===== src/rtl/core_pkg.sv =====
// Shared EX->MEM pipeline types: control bits, payload layout and boundary-buffer states.
// Width constants set the default core geometry used by the boundary buffer and its link interface.
package core_pkg;
    localparam int CORE_DATA_W     = 32;
    localparam int CORE_REG_ADDR_W = 5;
    localparam int CORE_INSTR_W    = 32;

    typedef struct packed {
        logic regwrite;
        logic memtoreg;
        logic memwrite;
    } ex_mem_ctrl_t;

    typedef struct packed {
        ex_mem_ctrl_t                 ctrl;
        logic [CORE_DATA_W-1:0]       aluout;
        logic [CORE_DATA_W-1:0]       writedata;
        logic [CORE_REG_ADDR_W-1:0]   writereg;
        logic [CORE_INSTR_W-1:0]      instr;
    } ex_mem_payload_t;

    typedef enum logic [1:0] {
        EMPTY = 2'd0,
        ONE   = 2'd1,
        FULL  = 2'd2
    } buf_state_e;
endpackage


===== src/rtl/ex_mem_stage_buf_if.sv =====
// One valid/ready pipeline link carrying EX->MEM control bits, data and the traced instruction.
// The master drives valid and payload; the slave answers with ready.
interface ex_mem_stage_buf_if import core_pkg::*; #(
    parameter int DATA_W     = CORE_DATA_W,
    parameter int REG_ADDR_W = CORE_REG_ADDR_W,
    parameter int INSTR_W    = CORE_INSTR_W
) ();
    logic                  valid;
    logic                  ready;
    logic                  regwrite;
    logic                  memtoreg;
    logic                  memwrite;
    logic [DATA_W-1:0]     aluout;
    logic [DATA_W-1:0]     writedata;
    logic [REG_ADDR_W-1:0] writereg;
    logic [INSTR_W-1:0]    instr;

    modport master (
        output valid, regwrite, memtoreg, memwrite, aluout, writedata, writereg, instr,
        input  ready
    );

    modport slave (
        input  valid, regwrite, memtoreg, memwrite, aluout, writedata, writereg, instr,
        output ready
    );
endinterface


===== src/rtl/pipe_skid_slot.sv =====
// Single valid+payload holding register; load wins over clear so a slot can drain and refill in one cycle.
// Latency 1 cycle; no flow control of its own, the owner decides when to load or clear.
module pipe_skid_slot #(
    parameter int W = 8
) (
    input  logic         clk,
    input  logic         rst_n,
    input  logic         load,
    input  logic         clear,
    input  logic [W-1:0] d,
    output logic         vld,
    output logic [W-1:0] q
);
    always_ff @(posedge clk) begin
        if (!rst_n) begin
            vld <= 1'b0;
            q   <= '0;
        end else if (load) begin
            vld <= 1'b1;
            q   <= d;
        end else if (clear) begin
            vld <= 1'b0;
        end
    end
endmodule


===== src/rtl/ex_mem_stage_buf.sv =====
// EX->MEM boundary: valid/ready register stage with flush and optional 2-entry skid, plus a saturating delivery count.
// Latency 1 cycle when empty; SKID=1 gives a registered ex_ready at full throughput, SKID=0 a combinational one.
module ex_mem_stage_buf import core_pkg::*; #(
    parameter int DATA_W     = CORE_DATA_W,
    parameter int REG_ADDR_W = CORE_REG_ADDR_W,
    parameter int INSTR_W    = CORE_INSTR_W,
    parameter int SKID       = 1,
    parameter int CNT_W      = 32
) (
    input  logic               clk,
    input  logic               rst_n,
    input  logic               flush,
    ex_mem_stage_buf_if.slave  ex,
    ex_mem_stage_buf_if.master mem,
    output logic [CNT_W-1:0]   delivered_cnt
);
    typedef struct packed {
        ex_mem_ctrl_t          ctrl;
        logic [DATA_W-1:0]     aluout;
        logic [DATA_W-1:0]     writedata;
        logic [REG_ADDR_W-1:0] writereg;
        logic [INSTR_W-1:0]    instr;
    } payload_t;

    localparam int PW = $bits(payload_t);

    payload_t in_pay;
    payload_t main_q;
    logic     main_vld;
    logic     deliver;

    assign in_pay  = {ex.regwrite, ex.memtoreg, ex.memwrite,
                      ex.aluout, ex.writedata, ex.writereg, ex.instr};
    assign deliver = main_vld && mem.ready;

    if (SKID != 0) begin : g_skid
        buf_state_e state;
        buf_state_e nxt;
        logic       ready_q;
        logic       accept;
        logic       main_load, main_clear, skid_load, skid_clear;
        logic       skid_vld;
        payload_t   skid_q;
        payload_t   main_d;

        assign ex.ready = ready_q;
        assign accept   = ex.valid && ready_q && !flush;

        // Skid is only ever written from ONE, so it always holds the younger entry.
        always_comb begin
            nxt        = state;
            main_load  = 1'b0;
            main_clear = 1'b0;
            skid_load  = 1'b0;
            skid_clear = 1'b0;
            main_d     = in_pay;
            if (flush) begin
                nxt        = EMPTY;
                main_clear = 1'b1;
                skid_clear = 1'b1;
            end else begin
                case (state)
                    EMPTY: begin
                        if (accept) begin
                            main_load = 1'b1;
                            nxt       = ONE;
                        end
                    end
                    ONE: begin
                        if (accept && deliver) begin
                            main_load = 1'b1;
                        end else if (accept) begin
                            skid_load = 1'b1;
                            nxt       = FULL;
                        end else if (deliver) begin
                            main_clear = 1'b1;
                            nxt        = EMPTY;
                        end
                    end
                    FULL: begin
                        if (deliver) begin
                            main_d     = skid_q;
                            main_load  = skid_vld;
                            main_clear = !skid_vld;
                            skid_clear = 1'b1;
                            nxt        = skid_vld ? ONE : EMPTY;
                        end
                    end
                    default: begin
                        nxt        = EMPTY;
                        main_clear = 1'b1;
                        skid_clear = 1'b1;
                    end
                endcase
            end
        end

        always_ff @(posedge clk) begin
            if (!rst_n) begin
                state   <= EMPTY;
                ready_q <= 1'b1;
            end else begin
                state   <= nxt;
                ready_q <= (nxt != FULL);
            end
        end

        pipe_skid_slot #(.W(PW)) u_main (
            .clk   (clk),
            .rst_n (rst_n),
            .load  (main_load),
            .clear (main_clear),
            .d     (main_d),
            .vld   (main_vld),
            .q     (main_q)
        );

        pipe_skid_slot #(.W(PW)) u_skid (
            .clk   (clk),
            .rst_n (rst_n),
            .load  (skid_load),
            .clear (skid_clear),
            .d     (in_pay),
            .vld   (skid_vld),
            .q     (skid_q)
        );
    end else begin : g_single
        logic accept;

        assign ex.ready = !main_vld || mem.ready;
        assign accept   = ex.valid && ex.ready && !flush;

        pipe_skid_slot #(.W(PW)) u_main (
            .clk   (clk),
            .rst_n (rst_n),
            .load  (accept),
            .clear (flush || deliver),
            .d     (in_pay),
            .vld   (main_vld),
            .q     (main_q)
        );
    end

    // Bubbles must never write the register file or memory.
    assign mem.valid     = main_vld;
    assign mem.regwrite  = main_vld && main_q.ctrl.regwrite;
    assign mem.memtoreg  = main_vld && main_q.ctrl.memtoreg;
    assign mem.memwrite  = main_vld && main_q.ctrl.memwrite;
    assign mem.aluout    = main_q.aluout;
    assign mem.writedata = main_q.writedata;
    assign mem.writereg  = main_q.writereg;
    assign mem.instr     = main_q.instr;

    always_ff @(posedge clk) begin
        if (!rst_n) begin
            delivered_cnt <= '0;
        end else if (deliver && (delivered_cnt != {CNT_W{1'b1}})) begin
            delivered_cnt <= delivered_cnt + CNT_W'(1);
        end
    end
endmodule

===== src/flat_wrapper.sv =====
// flat-port wrapper written by rule: the top's interface ports become plain ports
module ex_mem_stage_buf_flat import core_pkg::*;
#(
    parameter int DATA_W     = CORE_DATA_W,
    parameter int REG_ADDR_W = CORE_REG_ADDR_W,
    parameter int INSTR_W    = CORE_INSTR_W,
    parameter int SKID       = 1,
    parameter int CNT_W      = 32
)
  (clk, rst_n, flush, delivered_cnt, ex_valid, ex_regwrite, ex_memtoreg, ex_memwrite, ex_aluout, ex_writedata, ex_writereg, ex_instr, ex_ready, mem_valid, mem_regwrite, mem_memtoreg, mem_memwrite, mem_aluout, mem_writedata, mem_writereg, mem_instr, mem_ready);
  ex_mem_stage_buf_if #(.DATA_W(DATA_W), .REG_ADDR_W(REG_ADDR_W), .INSTR_W(INSTR_W)) ex_i ();
  ex_mem_stage_buf_if #(.DATA_W(DATA_W), .REG_ADDR_W(REG_ADDR_W), .INSTR_W(INSTR_W)) mem_i ();
  input  logic clk;
  input  logic rst_n;
  input  logic flush;
  output logic [CNT_W-1:0] delivered_cnt;
  input wire logic [$bits(ex_i.valid)-1:0] ex_valid;
  input wire logic [$bits(ex_i.regwrite)-1:0] ex_regwrite;
  input wire logic [$bits(ex_i.memtoreg)-1:0] ex_memtoreg;
  input wire logic [$bits(ex_i.memwrite)-1:0] ex_memwrite;
  input wire logic [$bits(ex_i.aluout)-1:0] ex_aluout;
  input wire logic [$bits(ex_i.writedata)-1:0] ex_writedata;
  input wire logic [$bits(ex_i.writereg)-1:0] ex_writereg;
  input wire logic [$bits(ex_i.instr)-1:0] ex_instr;
  output wire logic [$bits(ex_i.ready)-1:0] ex_ready;
  output wire logic [$bits(mem_i.valid)-1:0] mem_valid;
  output wire logic [$bits(mem_i.regwrite)-1:0] mem_regwrite;
  output wire logic [$bits(mem_i.memtoreg)-1:0] mem_memtoreg;
  output wire logic [$bits(mem_i.memwrite)-1:0] mem_memwrite;
  output wire logic [$bits(mem_i.aluout)-1:0] mem_aluout;
  output wire logic [$bits(mem_i.writedata)-1:0] mem_writedata;
  output wire logic [$bits(mem_i.writereg)-1:0] mem_writereg;
  output wire logic [$bits(mem_i.instr)-1:0] mem_instr;
  input wire logic [$bits(mem_i.ready)-1:0] mem_ready;
  assign ex_i.valid = ex_valid;
  assign ex_i.regwrite = ex_regwrite;
  assign ex_i.memtoreg = ex_memtoreg;
  assign ex_i.memwrite = ex_memwrite;
  assign ex_i.aluout = ex_aluout;
  assign ex_i.writedata = ex_writedata;
  assign ex_i.writereg = ex_writereg;
  assign ex_i.instr = ex_instr;
  assign ex_ready = ex_i.ready;
  assign mem_valid = mem_i.valid;
  assign mem_regwrite = mem_i.regwrite;
  assign mem_memtoreg = mem_i.memtoreg;
  assign mem_memwrite = mem_i.memwrite;
  assign mem_aluout = mem_i.aluout;
  assign mem_writedata = mem_i.writedata;
  assign mem_writereg = mem_i.writereg;
  assign mem_instr = mem_i.instr;
  assign mem_i.ready = mem_ready;
  ex_mem_stage_buf #(.DATA_W(DATA_W), .REG_ADDR_W(REG_ADDR_W), .INSTR_W(INSTR_W), .SKID(SKID), .CNT_W(CNT_W)) u_core (.clk(clk), .rst_n(rst_n), .flush(flush), .ex(ex_i), .mem(mem_i), .delivered_cnt(delivered_cnt));
endmodule

===== config.mk =====
export PLATFORM = sky130hd
export DESIGN_NAME = ex_mem_stage_buf_flat
export DESIGN_NICKNAME = d
export VERILOG_FILES = /design/src/rtl/core_pkg.sv /design/src/rtl/ex_mem_stage_buf_if.sv /design/src/rtl/pipe_skid_slot.sv /design/src/rtl/ex_mem_stage_buf.sv /design/src/flat_wrapper.sv
export SDC_FILE = /design/constraint.sdc
export NUM_CORES = 1
export LEC_CHECK = 0
export ABC_AREA = 1
export BUFFER_PORTS_ARGS = -buffer_cell sky130_fd_sc_hd__buf_4
export CORE_MARGIN = 3
export CORE_UTILIZATION = 49
export DETAILED_ROUTE_END_ITERATION = 10
export PLACE_DENSITY = 0.86
export SLEW_MARGIN = 15
export SYNTH_ARGS = -nofsm -noshare
export SYNTH_HDL_FRONTEND = slang
export SYNTH_HIERARCHICAL = 1
export SYNTH_SLANG_ARGS = --single-unit

===== constraint.sdc =====
create_clock -name clk -period 2.23 [get_ports clk]
set_clock_uncertainty 0.15 [all_clocks]
set_input_delay 0.669 -clock clk [delete_from_list [all_inputs] [get_ports clk]]
set_output_delay 0.669 -clock clk [all_outputs]
set_load 0.1 [all_outputs]

==> results.toml, run 1 <==
[grt]
antenna_found_initial = 0
grt_pass1_vias = 10000
grt.total_usage = 0.245
grt_max_degree = 76
grt_pass1_wl_mm = 49.7
grt_overflow = 0

[timing]
setup_violations = 0
finalHoldViolCount = 0
fin_setup_tns_ns = 0
hold_ws_ns = 0.219
slew_violations = 0
fmax_ghz = 0.459
layout_setup_ws_ns = 0.0506
worstMarginPinSlew_ns = 0.516
slew-limit-headroom = 0.652
finalCritPeriodShare = 0.977
finalCriticalPeriod_ns = 2.18

[layout]
postLayoutCellArea_um2 = 14000
num_antenna_cells = 0
area_growth_pct = 28.8
fin_nets = 1740
drive_gt1_frac = 0.296

[synthesis]
synth_edf_count = 0
syn-num-nets = 1518
netlist_area_um2 = 10800
synth_area_per_cell_um2 = 7.70
yosysSeqAreaShare = 0.452
synth_warnings = 6
synthTopCellsByArea = "dfxtp_1 (45%), nor2_1 (16%), mux2_2 (11%), o21ai_0 (10%), nand2_1 (5.2%)"
synth_top_flop_cell = "dfxtp_1"
synth_top_cell_by_area = "dfxtp_1"
synth_common_cells = "nor2_1 (475), dfxtp_1 (245), o21ai_0 (216)"
ys_seq_elements = 245
netlist_instances = 1408
synth_top_area_share = 0.452
synth.most_common_cell = "nor2_1"
yosysUniqueCellTypes = 32
async_reset_ff_frac = 0

[setup_path]
cpMaxStageDelayCell = "dfxtp_4"
worstRegToRegCells = 9
crit_chain = "nand2_1 -> inv_1 -> buf_4"
cp-end-kind = "output pin"
cp_data_arrival_time_ns = 1.36
cp_max_fo = 6
path_buf_inv = 2
startpoint_type = "register"
cp_slowest_stage_delay_ns = 0.40
setup.worst_path.class = "reg -> out"
critical-path-top-delay-family = "flip-flops"
required_ns = 1.41
cp.depth = 3
r2r_slack_ns = 0.21

[floorplanning]
die_area_um2 = 23900
start_util = 0.508
die_w_um = 155
rows = 53
coreArea_um2 = 21400
io_pins = 247
fp.dieH_um = 155

[cts]
cts_tree = "built"
clock_sinks = 245
h-tree-depth = 1
cts_buffer_depth = 3
cts_hold_buf = 0
cts_buffers = 27
postCtsSetupBuffers = 0
insertion_delay_ns = 0.53
clk_pin_slew_worst_paths_ns = 0.06
cts-root-buf = "clkbuf_16"

[hold_path]
hold_path.class = "in -> reg"
holdPathStages = 3

[placement]
place_area_um2 = 13000
preCtsSetupSlack_ns = -0.0942
port-buffer-count = 246
place.gp.congestion = 0.913
dp_hpwl_mm = 20.1

[route]
wl_per_cell_um = 15.8
first_pass_iters = 5
routed_via_density = 5.22
drt_wl_total_mm = 30.4
vias = 10000
drt_iter0_drc = 726
remaining_drc_errors = 0
ant_nets = 0

[power_and_ir_drop]
ir_drop_mv = 0.554
fin_total_pwr_mw = 10.7
p_leak_nw = 6.39
powerDensity_nw_per_um2 = 769

[status]
status = "completed"

[flow_run]
maxCapViolCount = 0
-- sequential cells by signal, indices dropped and copies added (netlist names) --
signal / cells
u_core/g_skid.u_skid/vld: 1
u_core/ex.ready: 1
u_core/g_skid.u_skid/q: 104
u_core/g_skid.u_main/q: 104
u_core/delivered_cnt: 32
u_core/g_skid.state: 2
u_core/g_skid.u_main/vld: 1
-- final timing paths --
check,startpoint,endpoint
worst max-delay path,u_core/g_skid.u_main/vld,mem_memwrite
worst min-delay path,ex_instr[9],u_core/g_skid.u_skid/q[9]
worst min register to register,u_core/g_skid.u_skid/q[86],u_core/g_skid.u_skid/q[86]
worst max register to register,u_core/g_skid.state[0],u_core/g_skid.u_main/q[46]
-- cells in the final DEF (no fill, tap or decap), types with 9 or more instances in the layout --
cell,synthesis,final
o21ai_0,216,216
buf_4,3,259
buf_12,0,18
nand2_1,149,148
a21oi_2,12,12
mux2_2,104,104
dfxtp_2,0,31
inv_1,45,44
dfxtp_1,245,213
clkbuf_16,0,28
nor2_1,475,474
xor2_1,9,9
nand3_1,20,20
a21oi_1,17,16
-- power by group --
part	switching, mW	internal (mW)	total, mW
Sequential	0.0734	4.51	4.58
Clock	1.80	2.87	4.67
Combinational	1.07	0.419	1.49
-- layout make-up --
class	count	area, µm²
Clock buffer	35	767
Clock inverter	12	169
Fill cell	1759	7390
Inverter	49	189
Multi-Input combinational cell	1029	5230
Sequential cell	245	4950
Tap cell	275	344
Timing Repair Buffer	278	2320
-- kinds of logic after synthesis --
| kind of cell | synth area share |
|---|---|
| mux | 0.108 |
| simple gates | 0.240 |
| fa+ha+maj | 0.00115 |
| compound gates | 0.119 |
| buf+inv | 0.0675 |
| xor+xnor | 0.0113 |
| flops | 0.452 |
-- per-layer routing --
metal | wire, µm | up-vias | GRT usage
met2 | 14500 | 338 | 0.416
met1 | 12400 | 4646 | 0.301
li1 | - | 4979 | -
met5 | 0 | - | 0
met4 | 1240 | 0 | 0.0938
met3 | 2260 | 75 | 0.0593
-- tightest hold or removal path: cells and delay by family --
| family | cells | cell delay (ns) |
|---|---|---|
| buf+inv | 1 | 0.08 |
| simple gates | 2 | 0.11 |
-- repair_timing --
action / in CTS / in global routing
resized for setup: 0 / 1
endpoints found under the setup margin: 0 / 1
endpoints found under the hold margin: 0 / 0
-- stage by stage --
stage,std cells,util
3_3_place_gp,1876,0.610
5_1_grt,1923,0.654
6_report,1923,0.654
2_1_floorplan,1408,-
3_5_place_dp,1876,0.610
4_1_cts,1923,0.654
No activity file was read; power rests on OpenSTA's default activity.
==> run 2: changes to the inputs <==
Settings changed: ABC_AREA 1 to unset.
==> run 2 against run 1 <==
Compared with the run above:
- via count is 18% lower
- sequential cell count stayed put
- setup slack better by 0.0070 ns
- hold slack better by 0.033 ns
- global-route usage is 4.0 points lower
- non-clock buffer count is 22 higher
- combinational power is 14% lower
- sequential power is 2% lower
- design area is 5.3% higher
- synthesized area is 3.0% higher
- synthesized cell count is 27% lower
==> results.toml, run 2 <==
[timing]
worstMarginPinSlew_ns = 0.596
grt_setup_unrepaired = "false"
slew-limit-headroom = 0.598
slew_violations = 0
finalCritPeriodShare = 0.974
finalCriticalPeriod_ns = 2.17
layout_setup_ws_ns = 0.0576
setup_violations = 0
finalHoldViolCount = 0
fmax_ghz = 0.460

[cts]
clk_pin_slew_worst_paths_ns = 0.06
cts-root-buf = "clkbuf_16"
h-tree-depth = 1
cts_buffer_depth = 3
insertion_delay_ns = 0.53
clock_sinks = 245
cts_tree = "built"
postCtsSetupBuffers = 0
cts_buffers = 27

[layout]
num_antenna_cells = 0
drive_gt1_frac = 0.384
reg.largest.list = "u_core/g_skid.u_main/q (104), u_core/g_skid.u_skid/q (104), u_core/delivered_cnt (32)"
fin_nets = 1399
postLayoutCellArea_um2 = 14700
final_cell_mix = "buf_4 (272), mux2i_1 (213), nor2b_1 (211), dfxtp_1 (211), mux2_2 (104)"
final_common_cell = "buf_4"
final_cells = 1590
nFillCells = 1611
area_growth_pct = 31.6

[placement]
place_area_um2 = 13700
dp_hpwl_mm = 17.7
preCtsSetupSlack_ns = -0.251
dp.cells = 1540
place.gp.congestion = 0.807
port-buffer-count = 246

[setup_path]
path_buf_inv = 1
crit_chain = "and2_1 -> buf_6"
cpMaxStageDelayCell = "dfxtp_4"
required_ns = 1.41
setup.worst_path.class = "reg -> out"
critical-path-top-delay-family = "flip-flops"
cp-end-kind = "output pin"
cp_data_arrival_time_ns = 1.35
cp_max_fo = 7
startpoint_type = "register"
cp_slowest_stage_delay_ns = 0.39

[synthesis]
synth_edf_count = 0
synthTopCellsByArea = "dfxtp_1 (44%), mux2i_1 (19%), nor2b_1 (12%), mux2_2 (10%), buf_12 (1.8%)"
ys_seq_elements = 245
syn-num-nets = 1136
yosysUniqueCellTypes = 48
synth_area_per_cell_um2 = 10.9
synth_top_area_share = 0.439
synth_top_flop_cell = "dfxtp_1"
synth.most_common_cell = "dfxtp_1"
yosysSeqAreaShare = 0.439
synth_common_cells = "dfxtp_1 (245), mux2i_1 (213), nor2b_1 (211)"
synth_warnings = 6
netlist_instances = 1026
netlist_area_um2 = 11200
async_reset_ff_frac = 0
synth_top_cell_by_area = "dfxtp_1"

[grt]
grt_pass1_wl_mm = 42.3
grt_max_degree = 87
grt_pass1_vias = 8420
grt.total_usage = 0.205
grt_overflow = 0
antenna_found_initial = 0

[route]
vias = 8201
wl_per_cell_um = 16.4
wl_met2_mm = 12.3
met1_length_mm = 11.3
first_pass_iters = 4
dr_wl_met3_mm = 1.95
routed_via_density = 5.16
top_layer_used = "met4"
ant_nets = 0
remaining_drc_errors = 0
drt_iter0_drc = 360
drt_wl_total_mm = 26.1

[power_and_ir_drop]
ir_drop_mv = 0.583
powerDensity_nw_per_um2 = 701
p_leak_nw = 5.46

[status]
status = "completed"

[floorplanning]
fp.dieH_um = 157
io_pins = 247
start_util = 0.505
die_area_um2 = 24600
coreArea_um2 = 22100
die_w_um = 157
rows = 54

[hold_path]
hold_path.class = "in -> reg"

[flow_run]
maxCapViolCount = 0
run 2: changes by cell type in the layout (fill, tap and decap cells not counted), sizes merged, moves of 22 or more:
cell | previous run | this run
buf | 278 | 300
nand2 | 154 | 23
mux2i | 0 | 213
inv | 47 | 6
nor2b | 0 | 211
nor2 | 481 | 21
o21ai | 216 | 6
run 2: area by class of cell:
type,count,area [µm²],area share
Sequential cell,245,5010,0.341
Timing Repair Buffer,300,2580,0.175
Inverter,6,22.5,0.00153
Clock inverter,9,76.3,0.00519
Clock buffer,41,861,0.0585
Multi-Input combinational cell,709,5800,0.395
Tap cell,280,350,0.0238
run 2: layer usage:
metal  track usage  vias up
met5             0        -
met4        0.0529        0
met3        0.0514       40
met2         0.347      228
met1         0.262     3845
li1              -     4088
run 2: path summary, 6_finish.rpt:
check | startpoint | endpoint | slack (ns) | cells after the start
worst min-delay path | ex_aluout[19] | u_core/g_skid.u_skid/q[88] | 0.25 | 3
worst max register to register | u_core/delivered_cnt[14] | u_core/delivered_cnt[28] | 0.09 | 5
worst min register to register | u_core/delivered_cnt[9] | u_core/delivered_cnt[9] | 0.34 | 2
worst max-delay path | u_core/g_skid.u_main/vld | mem_regwrite | 0.06 | 2
run 2: cell families (layout without fill, tap and decap cells):
logic type | after synthesis | after routing | share of synthesized area
DFF | 245 | 245 | 0.439
muxes | 317 | 317 | 0.296
buffers and inverters | 72 | 356 | 0.0475
and+or+nand+nor | 331 | 331 | 0.178
adders and majority gates | 1 | 1 | 0.00112
AOI/OAI and AO/OA | 47 | 47 | 0.0283
xor gates and xnor gates | 13 | 13 | 0.0102
run 2: worst min-delay path, delay by kind of cell:
family	cells	cell delay (ns)
muxes	1	0.06
buffers and inverters	1	0.08
and+or+nand+nor	1	0.09
run 2: timing repair:
action	in CTS	in global routing
pin swaps	0	0
endpoints found under the setup margin	2	3
hold buffers	0	0
gates resized for setup	2	4
run 2: through the flow:
stage | util | power [mW] | setup TNS [ns] | hold WS (ns)
after floorplan | - | 5.46 | -8.70 | 0.324
after global placement | 0.622 | 5.84 | -15.13 | 0.324
after detailed placement | 0.622 | 5.86 | -19.51 | 0.331
after CTS | 0.665 | 10.4 | 0 | 0.224
after global routing | 0.665 | 10.7 | 0 | 0.238
final | 0.665 | 10.3 | 0 | 0.251
run 2: report_power, final:
group / switching (mW) / total (mW) / internal [mW]
registers: 0.0515 / 4.48 / 4.43
logic: 0.787 / 1.28 / 0.494
clock network: 1.77 / 4.55 / 2.77
total: 2.61 / 10.3 / 7.70
==> run 3: changes to the inputs <==
Settings changed: PLACE_DENSITY 0.86 to 0.78.
==> run 3 against run 2 <==
Compared with the run above:
- sequential share of layout area grew 0.29 points
- design area shrank 0.85%
- routed wire length down 2.1%
- sequential power about the same
- first-iteration DRC count increased by 2.2%
- power fell by 2.6%
- count of clock-buffer cells in the layout increased by 2
- combinational power about the same
- utilization is 0.57 points lower
- die area unchanged
- critical path type unchanged
==> results.toml, run 3 (synthesis gave the netlist of run 2 again) <==
[floorplanning]
coreArea_um2 = 22100
start_util = 0.505
rows = 54
io_pins = 247
fp.dieH_um = 157
die_w_um = 157
die_area_um2 = 24600

[layout]
num_antenna_cells = 0
nFillCells = 1757
final_cell_mix = "buf_4 (279), mux2i_1 (213), nor2b_1 (211), dfxtp_1 (211), mux2_2 (104)"
multi_input_area_um2 = 5780
reg.largest.list = "u_core/g_skid.u_main/q (104), u_core/g_skid.u_skid/q (104), u_core/delivered_cnt (32)"
register_area_um2 = 5010
final_common_cell = "buf_4"
drive_gt1_frac = 0.379
area_growth_pct = 30.5
fin_nets = 1400

[route]
remaining_drc_errors = 0
routed_via_density = 5.13
drt_wl_total_mm = 25.6
drt_iter0_drc = 368
ant_nets = 0
vias = 8159
wl_per_cell_um = 16.1
first_pass_iters = 4

[timing]
grt_setup_unrepaired = "false"
hold_ws_ns = 0.265
fin_setup_tns_ns = 0
setup_violations = 0
finalCritPeriodShare = 0.979
fmax_ghz = 0.458
worstMarginPinSlew_ns = 0.527
slew-limit-headroom = 0.644
finalHoldViolCount = 0
slew_violations = 0
finalCriticalPeriod_ns = 2.18

[setup_path]
cp_slowest_stage_delay_ns = 0.40
cp-end-kind = "output pin"
startpoint_type = "register"
cp_max_fo = 7
crit_chain = "and2_1 -> buf_6"
setup.worst_path.class = "reg -> out"
required_ns = 1.41
worstRegToRegCells = 7
cp_data_arrival_time_ns = 1.36
cpMaxStageDelayCell = "dfxtp_4"

[cts]
cts_buffer_depth = 3
cts_tree = "built"
cts-root-buf = "clkbuf_16"
insertion_delay_ns = 0.52
cts_hold_buf = 0
clock_sinks = 245
clk_pin_slew_worst_paths_ns = 0.06
cts_buffers = 26
h-tree-depth = 1

[power_and_ir_drop]
p_sw_frac = 0.251
p_int_mw = 7.52
p_comb_frac = 0.126
pwr-share-seq = 0.447
powerDensity_nw_per_um2 = 689
switchingPower_mw = 2.52
p_leak_nw = 5.42
clock_power_share = 0.427
ir_drop_mv = 0.492

[hold_path]
hold_path.class = "in -> reg"
holdPathStages = 3

[grt]
grt_overflow = 0
grt.total_usage = 0.196
grt_max_degree = 109
grt_pass1_vias = 8045
grt_pass1_wl_mm = 40.3
antenna_found_initial = 0

[status]
status = "completed"

[placement]
dp_hpwl_mm = 17.5
port-buffer-count = 246
place.gp.congestion = 0.860

[flow_run]
maxCapViolCount = 0
-- run 3: changes by cell type in the layout (fill, tap and decap cells not counted), moves of 2 or more --
cell,previous run,this run
clkbuf_1,3,8
clkbuf_16,29,27
clkinv_2,6,3
buf_12,25,21
buf_4,272,279
-- run 3: layout make-up --
class / instances / share of cell area
sequential: 245 / 0.344
multi-input combinational: 709 / 0.397
tap: 280 / 0.0240
clock inverter: 5 / 0.00360
timing repair buffer: 302 / 0.174
inverter: 6 / 0.00154
clock buffer: 43 / 0.0560
-- run 3: final timing paths --
check	startpoint	slack, ns	to
setup / recovery	u_core/g_skid.u_main/vld	0.05	mem_regwrite
hold / removal	ex_instr[6]	0.27	u_core/g_skid.u_skid/q[6]
setup reg to reg	u_core/delivered_cnt[0]	0.08	u_core/delivered_cnt[23]
hold reg to reg	u_core/delivered_cnt[9]	0.34	u_core/delivered_cnt[9]
-- run 3: timing repair --
action,CTS,global route
setup endpoints to repair,1,1
gates resized for setup,1,1
buffers inserted,0,0
-- run 3: worst max-delay path, delay by kind of cell (launching register included) --
kind                   cells  cell delay, ns
buffers and inverters      1            0.24
DFF                        1            0.40
and+or+nand+nor            1            0.20
-- run 3: routing by layer --
metal,wire length [µm],track usage,part of all wire
met3,1700,0.0465,0.067
met5,0,0,0
met2,11800,0.330,0.46
met4,627,0.0513,0.025
met1,11400,0.255,0.45
-- run 3: power groups by stage --
stage               registers, mW  logic [mW]  clock network, mW
detailed placement           4.58        1.27                  0
finish                       4.48        1.27               4.29
global placement             4.58        1.25                  0
CTS                          4.48        1.27               4.40
floorplan                    5.04       0.420                  0
global route                 4.49        1.33               4.57
-- run 3: through the flow --
step           setup slack, ns  std cells  utilization  power, mW  cell area, µm²
2_1_floorplan           -0.121       1026            -       5.46           11400
3_5_place_dp            -0.261       1542        0.620       5.85           13700
4_1_cts                0.00403       1590        0.660       10.2           14600
5_1_grt               0.000835       1590        0.660       10.4           14600
3_3_place_gp            -0.177       1542        0.620       5.83           13700
6_report                0.0467       1590        0.660       10.0           14600
